File: src/rtl/sort_pkg.sv
// Shared definitions for the bubble-sort sequencer: default RAM geometry and FSM states.
package sort_pkg;

    localparam int unsigned SORT_AW    = 8;
    localparam int unsigned SORT_DW    = 16;
    localparam int unsigned SORT_CNT_W = 32;

    typedef enum logic [2:0] {
        ST_IDLE = 3'd0,
        ST_RD0  = 3'd1,
        ST_RD1  = 3'd2,
        ST_WR0  = 3'd3,
        ST_WR1  = 3'd4,
        ST_NEXT = 3'd5,
        ST_DONE = 3'd6
    } sort_state_e;

endpackage

File: src/rtl/sort_mem_arb.sv
// RAM port arbiter: the user entry path owns the port while idle, the sorter owns it while busy.
module sort_mem_arb
    import sort_pkg::*;
#(
    parameter int unsigned AW = SORT_AW,
    parameter int unsigned DW = SORT_DW
) (
    input  logic          sel_fsm,
    input  logic [AW-1:0] usr_addr,
    input  logic [DW-1:0] usr_d,
    input  logic          usr_we,
    input  logic [AW-1:0] fsm_a,
    input  logic [DW-1:0] fsm_d,
    input  logic          fsm_we,
    output logic [AW-1:0] mem_a,
    output logic [DW-1:0] mem_d,
    output logic          mem_we
);

    assign mem_a  = sel_fsm ? fsm_a  : usr_addr;
    assign mem_d  = sel_fsm ? fsm_d  : usr_d;
    assign mem_we = sel_fsm ? fsm_we : usr_we;

endmodule

File: src/rtl/sort_ctrl.sv
// In-place bubble-sort sequencer for an async-read / sync-write RAM.
// Optional sort-duration counter on port cycles when SORT_CYCLE_CNT_EN is defined.
module sort_ctrl
    import sort_pkg::*;
#(
    parameter int unsigned AW      = SORT_AW,
    parameter int unsigned DW      = SORT_DW,
    parameter bit          DESCEND = 1'b0
) (
    input  logic                  CLK100MHZ,
    input  logic                  rstn,
    input  logic                  start,
    input  logic [AW-1:0]         usr_addr,
    input  logic [DW-1:0]         usr_d,
    input  logic                  usr_we,
    output logic [AW-1:0]         mem_a,
    output logic [DW-1:0]         mem_d,
    output logic                  mem_we,
    input  logic [DW-1:0]         mem_spo,
    output logic                  busy,
    output logic                  fin
`ifdef SORT_CYCLE_CNT_EN
    ,
    output logic [SORT_CNT_W-1:0] cycles
`endif
);

    localparam int unsigned DEPTH = 1 << AW;

    sort_state_e   state_q, state_d;
    logic [AW-1:0] i_q, i_d;
    logic [AW-1:0] n_q, n_d;
    logic [DW-1:0] a_q, a_d;
    logic [DW-1:0] b_q, b_d;
    logic          swapped_q, swapped_d;
    logic          busy_q, busy_d;
    logic          fin_q, fin_d;

    logic [AW-1:0] i_inc;
    logic          swap_c;
    logic [AW-1:0] fsm_a;
    logic [DW-1:0] fsm_d;
    logic          fsm_we;

    assign i_inc  = i_q + AW'(1);
    // Strict compare keeps equal keys in place.
    assign swap_c = DESCEND ? (a_q < mem_spo) : (a_q > mem_spo);

    // Next-state, datapath and sorter-side RAM port.
    always_comb begin
        state_d   = state_q;
        i_d       = i_q;
        n_d       = n_q;
        a_d       = a_q;
        b_d       = b_q;
        swapped_d = swapped_q;
        fsm_a     = i_q;
        fsm_d     = b_q;
        fsm_we    = 1'b0;
        case (state_q)
            ST_IDLE: begin
                if (start) begin
                    state_d   = ST_RD0;
                    i_d       = '0;
                    n_d       = AW'(DEPTH - 1);
                    swapped_d = 1'b0;
                end
            end
            ST_RD0: begin
                a_d     = mem_spo;
                state_d = ST_RD1;
            end
            ST_RD1: begin
                fsm_a   = i_inc;
                b_d     = mem_spo;
                state_d = swap_c ? ST_WR0 : ST_NEXT;
            end
            ST_WR0: begin
                fsm_d   = b_q;
                fsm_we  = 1'b1;
                state_d = ST_WR1;
            end
            ST_WR1: begin
                fsm_a     = i_inc;
                fsm_d     = a_q;
                fsm_we    = 1'b1;
                swapped_d = 1'b1;
                state_d   = ST_NEXT;
            end
            ST_NEXT: begin
                if (i_inc < n_q) begin
                    i_d     = i_inc;
                    state_d = ST_RD0;
                end else if (!swapped_q || (n_q == AW'(1))) begin
                    state_d = ST_DONE;
                end else begin
                    n_d       = n_q - AW'(1);
                    i_d       = '0;
                    swapped_d = 1'b0;
                    state_d   = ST_RD0;
                end
            end
            ST_DONE: state_d = ST_IDLE;
            default: state_d = ST_IDLE;
        endcase
        busy_d = (state_d != ST_IDLE);
        fin_d  = (state_d == ST_DONE);
    end

    always_ff @(posedge CLK100MHZ or negedge rstn) begin
        if (!rstn) begin
            state_q   <= ST_IDLE;
            i_q       <= '0;
            n_q       <= '0;
            a_q       <= '0;
            b_q       <= '0;
            swapped_q <= 1'b0;
            busy_q    <= 1'b0;
            fin_q     <= 1'b0;
        end else begin
            state_q   <= state_d;
            i_q       <= i_d;
            n_q       <= n_d;
            a_q       <= a_d;
            b_q       <= b_d;
            swapped_q <= swapped_d;
            busy_q    <= busy_d;
            fin_q     <= fin_d;
        end
    end

    assign busy = busy_q;
    assign fin  = fin_q;

    sort_mem_arb #(
        .AW (AW),
        .DW (DW)
    ) u_arb (
        .sel_fsm  (busy_q),
        .usr_addr (usr_addr),
        .usr_d    (usr_d),
        .usr_we   (usr_we),
        .fsm_a    (fsm_a),
        .fsm_d    (fsm_d),
        .fsm_we   (fsm_we),
        .mem_a    (mem_a),
        .mem_d    (mem_d),
        .mem_we   (mem_we)
    );

`ifdef SORT_CYCLE_CNT_EN
    logic [SORT_CNT_W-1:0] cycles_q, cycles_d;

    // Cleared on an accepted start, counts every non-idle clock, saturates.
    always_comb begin
        cycles_d = cycles_q;
        if (state_q == ST_IDLE) begin
            if (start) cycles_d = '0;
        end else if (cycles_q != '1) begin
            cycles_d = cycles_q + SORT_CNT_W'(1);
        end
    end

    always_ff @(posedge CLK100MHZ or negedge rstn) begin
        if (!rstn) cycles_q <= '0;
        else       cycles_q <= cycles_d;
    end

    assign cycles = cycles_q;
`endif

endmodule
File: config.mk
export PLATFORM = sky130hd
export DESIGN_NAME = sort_ctrl
export DESIGN_NICKNAME = d
export VERILOG_FILES = /design/src/rtl/sort_pkg.sv /design/src/rtl/sort_mem_arb.sv /design/src/rtl/sort_ctrl.sv
export SDC_FILE = /design/constraint.sdc
export NUM_CORES = 1
export LEC_CHECK = 0
export CAP_MARGIN = 20
export CORE_MARGIN = 4
export CORE_UTILIZATION = 58
export CTS_BUF_LIST = sky130_fd_sc_hd__clkbuf_8
export CTS_CLUSTER_DIAMETER = 200
export DETAILED_ROUTE_END_ITERATION = 6
export PLACE_DENSITY = 0.87
export SYNTH_ARGS = -nofsm -noshare
export SYNTH_HDL_FRONTEND = slang
export SYNTH_HIERARCHICAL = 1
export SYNTH_SLANG_ARGS = --single-unit
File: constraint.sdc
create_clock -name CLK100MHZ -period 6.9 [get_ports CLK100MHZ]
set_clock_uncertainty 0.05 [all_clocks]
set_input_delay 1.725 -clock CLK100MHZ [delete_from_list [all_inputs] [get_ports CLK100MHZ]]
set_output_delay 1.725 -clock CLK100MHZ [all_outputs]
set_load 0.01 [all_outputs]
After elaboration in Yosys (flattened, before gate mapping)
Cells that the tools add are included.
Widths: inputs -> output; s select.
{"block": "totals", "ff_bits": 54, "inputBits": 44, "output_inout_bits": 27, "elab_cells": 57}
{"block": "classes", "n_addsub": 2, "n_lt_le_gt_ge": 2, "n_eq_ne": 11, "n_mux": 23, "reduce_logical": 11}
{"operator": "$mux 8", "n": 8}
{"operator": "$mux 16", "n": 2}
{"operator": "$pmux 8 s2", "n": 2}
{"operator": "$pmux 3 s6", "n": 1}
{"operator": "$gt 16x16->1", "n": 1}
{"operator": "$mux 3", "n": 4}
{"operator": "$eq 3x3->1 const B", "n": 3}
{"operator": "$add 8x1->8 const B", "n": 1}
{"operator": "$eq 8x1->1 const B", "n": 1}
{"operator": "$lt 8x8->1", "n": 1}
{"operator": "$reduce_and 4->1", "n": 2}
{"operator": "$sub 8x1->8 const B", "n": 1}
{"operator": "$eq 3x2->1 const B", "n": 2}
{"operator": "$ne 2x2->1 const B", "n": 3}
{"operator": "$reduce_bool 3->1", "n": 2}
{"operator": "$mux 1", "n": 5}
{"operator": "$reduce_or 2->1", "n": 2}
{"operator": "$eq 3x1->1 const B", "n": 1}
{"operator": "$logic_not 3->1", "n": 1}
{"operator": "$ne 3x3->1 const B", "n": 1}
{"operator": "$pmux 1 s3", "n": 1}
{"operator": "$reduce_and 3->1", "n": 1}
{"operator": "$reduce_bool 2->1", "n": 1}
{"operator": "$logic_not 1->1", "n": 1}
{"operator": "$logic_or 1x1->1", "n": 1}

Depth between registers and ports, before layout
{"block": "logic_depth", "word_depth": 6, "depth_mapped": 11, "ltp_nobuf": 10}

Cells and area by module
Netlist, hierarchy kept.
{"mod": "sort_ctrl", "n_inst": 1, "cells_per_inst": 315, "area_per_inst_um2": 3200.6, "seq_area_each_um2": 1351.3}
{"mod": "sort_mem_arb", "n_inst": 1, "cells_per_inst": 28, "area_per_inst_um2": 407.9, "seq_area_each_um2": 0.0}

Worst setup path before layout
No wires, ideal clock.
{"block": "synth_path", "path_type": "input-to-output", "from": "input port usr_addr[0]", "to": "output port mem_a[0]", "t_arrival_ns": 1.997, "required_time_ns": 5.125, "setup_slack_ns": 3.128, "stages": 1, "n_path_buf": 0, "path_cell_list": "mux2_2"}
{"block": "synth_between", "elab_chain_len": 1}
{"item": "start, declared", "line_no": "sort_ctrl.sv:13", "rtl": "input logic [AW-1:0] usr_addr,"}
{"item": "$mux 8", "line_no": "sort_mem_arb.sv:20", "rtl": "assign mem_a = sel_fsm ? fsm_a : usr_addr;"}
{"item": "end, declared", "line_no": "sort_ctrl.sv:16", "rtl": "output logic [AW-1:0] mem_a,"}
No other way between the ends.

Final worst setup path
{"block": "layout_path", "from": "input port usr_d[5]", "to": "output port mem_d[5]"}
{"block": "layout_between", "elab_chain_len": 1}
{"item": "start, declared", "line_no": "sort_ctrl.sv:14", "rtl": "input logic [DW-1:0] usr_d,"}
{"item": "$mux 16", "line_no": "sort_mem_arb.sv:21", "rtl": "assign mem_d = sel_fsm ? fsm_d : usr_d;"}
{"item": "end, declared", "line_no": "sort_ctrl.sv:17", "rtl": "output logic [DW-1:0] mem_d,"}
No other way between the ends.

==> results.md <==
* Number of synthesis warnings at 6
* Largest fanout of any net on the critical path at 1
* Post-synthesis xor/xnor area fraction at 3.155%
* TritonCTS Buffers at 5
* Portion of the post-synthesis area used by sequential elements at 37.45%
* Hold Crit Start: b_q[0]$_DFFE_PN0P_
* Sum of internal, switching and leakage power at 1674 µW
* Max frequency at 213.1 MHz
* Vias after detailed routing at 2782
* Type of the setup path with the least slack: in2out
* Worst hold-check slack at around 0.44 ns
* Worst hold path endpoint: b_q[0]$_DFFE_PN0P_
* Pin count of the biggest net entering global routing at 55
* Static leakage at 0.002076 µW
* Number of antenna repair diodes at 0
* Vertical die dimension at 86.88 µm
* Worst hold path cell count at 2
* Cell area after synthesis at 0.003608 mm²
* Final #Nets at 480
* Register bit count reported by yosys at 54
* Run status: complete, no violations
* Initial antenna violation count at 0
* Cell with the biggest individual delay on the critical path: clkdlybuf4s50_1
* Buffer cell driving the clock tree root: clkbuf_8
* Final Wtd Congestion at 0.8191
* Hold buffer count at CTS at 0
* Top cell by count, worst path: clkdlybuf4s50_1
* Endpoint kind of the worst setup timing path: output port
* Post-synthesis adder-cell area fraction at 9.015%
* DP Wirelength at between 6000 and 7000 µm
* Number of cell instances on the worst register-to-register path at 10
* DRT antenna net count at 0
* Max Cap Viol at 0
* Remaining Overflow, GRT at 0
* Worst EP arrival at a little under 3 ns
* First-pass GRT wire length at about 14000 µm
* Deepest level of the CTS H-tree at 2
* Post-synthesis compound-gate area fraction at 10.75%
* Std-Cell Rows at 28
* Number of DRC violations after detailed routing at 0
* Synthesized net count at 413
* Setup Fix Bufs, Post-CTS at 0
* Final cell count without fillers at 486
* R2R setup slack at approximately 3.8 ns
* Crit path launch type: input pin
* Number of different library cells in the post-synthesis netlist at 47
* Clock tree from TritonCTS: yes
* Main synth FF type: dfrtp_1
* Actual transition at the worst max-transition pin at roughly 0.95 ns
* Power Density at 377.3 mW/mm²
* Synth Area per Inst at 10.52 µm²
* Maximum clock path buffer count at 2
* Largest stage delay, worst path at between 0.4 and 0.5 ns
* Cells after DPL at roughly 480
* Number of hold violations in the final report at 0
* Reg-to-reg critical path endpoint: n_q[3]$_DFFE_PN0P_
* Syn Inst Count at 343
* Critical path required time at 5.12 ns
* Final-layout setup total negative slack at 0 ns
* DRT Wirelength at 8076 µm
* Maximum resistive drop on vdd at 0.2244 mV
* Number of enable-type register cells in the synthesized netlist at 0
* Clock transition at the register clock pins on the worst setup and hold paths after CTS at approximately 0.10 ns
* Number of global-route vias before repair at 2963
* Iteration-0 DRC Markers at 113
* Relative max-transition margin at a little under two fifths
* HP Class: reg2reg
* Mux contribution to synthesized area at between 20% and 30%
* Beginning of the worst register-to-register path: i_q[0]$_DFFE_PN0P_
* CTS resizes at 0
* Worst-skew pair later-pin latency at 0.31 ns
* IO buf count at 70
* Dominant combinational cell family by area after synthesis: multiplexers
* Clock period minus final worst setup slack at 4.693 ns
* Total die area at roughly 0.0075 mm²
* GRT Resource Usage Total at a little under a quarter
* Via density per instance at 5.724
* DIE WIDTH at 86.88 µm
* Clock sink total at 54
* Critical path, cell by cell: clkdlybuf4s50_1 > mux2_4 > clkdlybuf4s50_1
* Fraction of the mapped netlist area in simple logic gates at 12.45%
* Number of failing setup endpoints in the final timing report at 0
* Average routed wire per standard cell at 16.62 µm
* Period utilisation layout at 68.02%
* Placeable core region at 0.005991 mm²
* I/O pin count at 71
* Layout area overhead at 22.99%
* Async set-reset flop share out of synthesis at 100.0%
* Layout cell share with drive strength beyond 1 at 19.71%
* Max-slew violation count at 0
* RSZ-0062 raised after global routing: false
* DR pass1 iterations at 4
* Initial core utilization at roughly three fifths
==> cells by family (layout without fill, tap and decap cells) <==
family,count (synthesis),in the layout
simple gates,91,91
mux,62,62
compound gates,54,54
flops,54,54
buf+inv,43,111
fa+ha+maj,26,26
xor+xnor,13,13
==> worst max path at each step <==
stage / cells after the start / endpoint / slack [ns] / startpoint
global route: 3 / mem_d[10] / 2.18 / usr_d[10]
global placement: 3 / mem_d[1] / 2.21 / usr_d[1]
floorplan: 1 / mem_a[0] / 3.13 / usr_addr[0]
finish: 3 / mem_d[5] / 2.21 / usr_d[5]
CTS: 3 / mem_d[10] / 2.21 / usr_d[10]
detailed placement: 3 / mem_d[1] / 2.21 / usr_d[1]
==> per-stage QoR <==
stage | util, % | worst slack (ns) | area, µm²
floorplan | - | 3.128 | 3608
finish | 74.08 | 2.207 | 4438
CTS | 74.08 | 2.210 | 4438
global route | 74.08 | 2.179 | 4438
detailed placement | 72.24 | 2.211 | 4328
global placement | 72.24 | 2.208 | 4328
==> state kept, by name, indices dropped and copies added, names as in the netlist <==
name	flops
a_q	16
b_q	16
busy	1
fin	1
i_q	8
n_q	8
state_q	3
swapped_q	1
==> synth_stat cells (2+ instances only) <==
master	n	share of area, %
xnor2_1	6	1.5
nand3_1	10	1.4
nor4_1	3	0.52
nor3_1	4	0.55
buf_6	2	0.62
and2_1	2	0.35
mux2_2	37	12
buf_1	2	0.21
clkbuf_1	4	0.42
nand2_1	31	3.2
o21ai_0	20	2.8
xor2_1	7	1.7
mux2i_1	5	1.4
ha_1	26	9.0
a32o_1	7	1.9
o31ai_1	3	0.62
dfrtp_1	54	37
buf_12	2	1.1
mux2_4	20	8.3
nand4_1	5	0.87
o211ai_1	2	0.42
inv_1	29	3.0
a21oi_1	9	1.2
or2_2	3	0.52
a21o_1	3	0.62
nor2_1	20	2.1
nor2b_1	3	0.52
or4_1	2	0.42
buf_2	4	0.55
==> layout make-up <==
| class | count | area (µm²) |
|---|---|---|
| clock buffers | 5 | 68.82 |
| clock inverters | 3 | 41.29 |
| fillers | 426 | 1553 |
| inverters | 29 | 108.9 |
| multi-input cells | 246 | 2048 |
| flip-flops and latches | 54 | 1351 |
| well taps | 75 | 93.84 |
| repair buffers | 74 | 725.7 |
==> worst max-delay path, delay by kind of cell <==
kind	cells	cell delay, ns
multiplexers	1	0.28
buffers and inverters	2	0.91
==> metal layers <==
metal	global-route usage, %	vias up	wire length (µm)
met5	0	-	0
met4	8.215	0	202
met3	4.163	19	401
met2	40.72	88	4269
met1	27.02	1325	3202
li1	-	1350	-
==> where the power goes <==
part | internal (µW) | total (µW) | switching (µW)
Combinational | 535 | 937 | 402
Sequential | 430 | 524 | 94.8
Clock | 107 | 213 | 106
Total | 1070 | 1670 | 603
==> cell usage in the layout (no fill, tap or decap), types with 2 or more instances in the layout <==
cell type	n
nand4_1	5
nand2_1	31
mux2_2	37
a21o_1	3
mux2_4	20
o21ai_0	20
clkbuf_8	5
nand3_1	10
xor2_1	7
inv_1	30
dfrtp_1	54
nor2_1	20
nor3_1	4
nor2b_1	3
or4_1	2
clkdlybuf4s50_1	69
xnor2_1	6
mux2i_1	5
and2_1	2
a32o_1	7
ha_1	26
a21oi_1	9
o31ai_1	3
or2_2	3
buf_4	4
nor4_1	3
o211ai_1	2
Note: power is estimated with default switching activity, not from simulation.
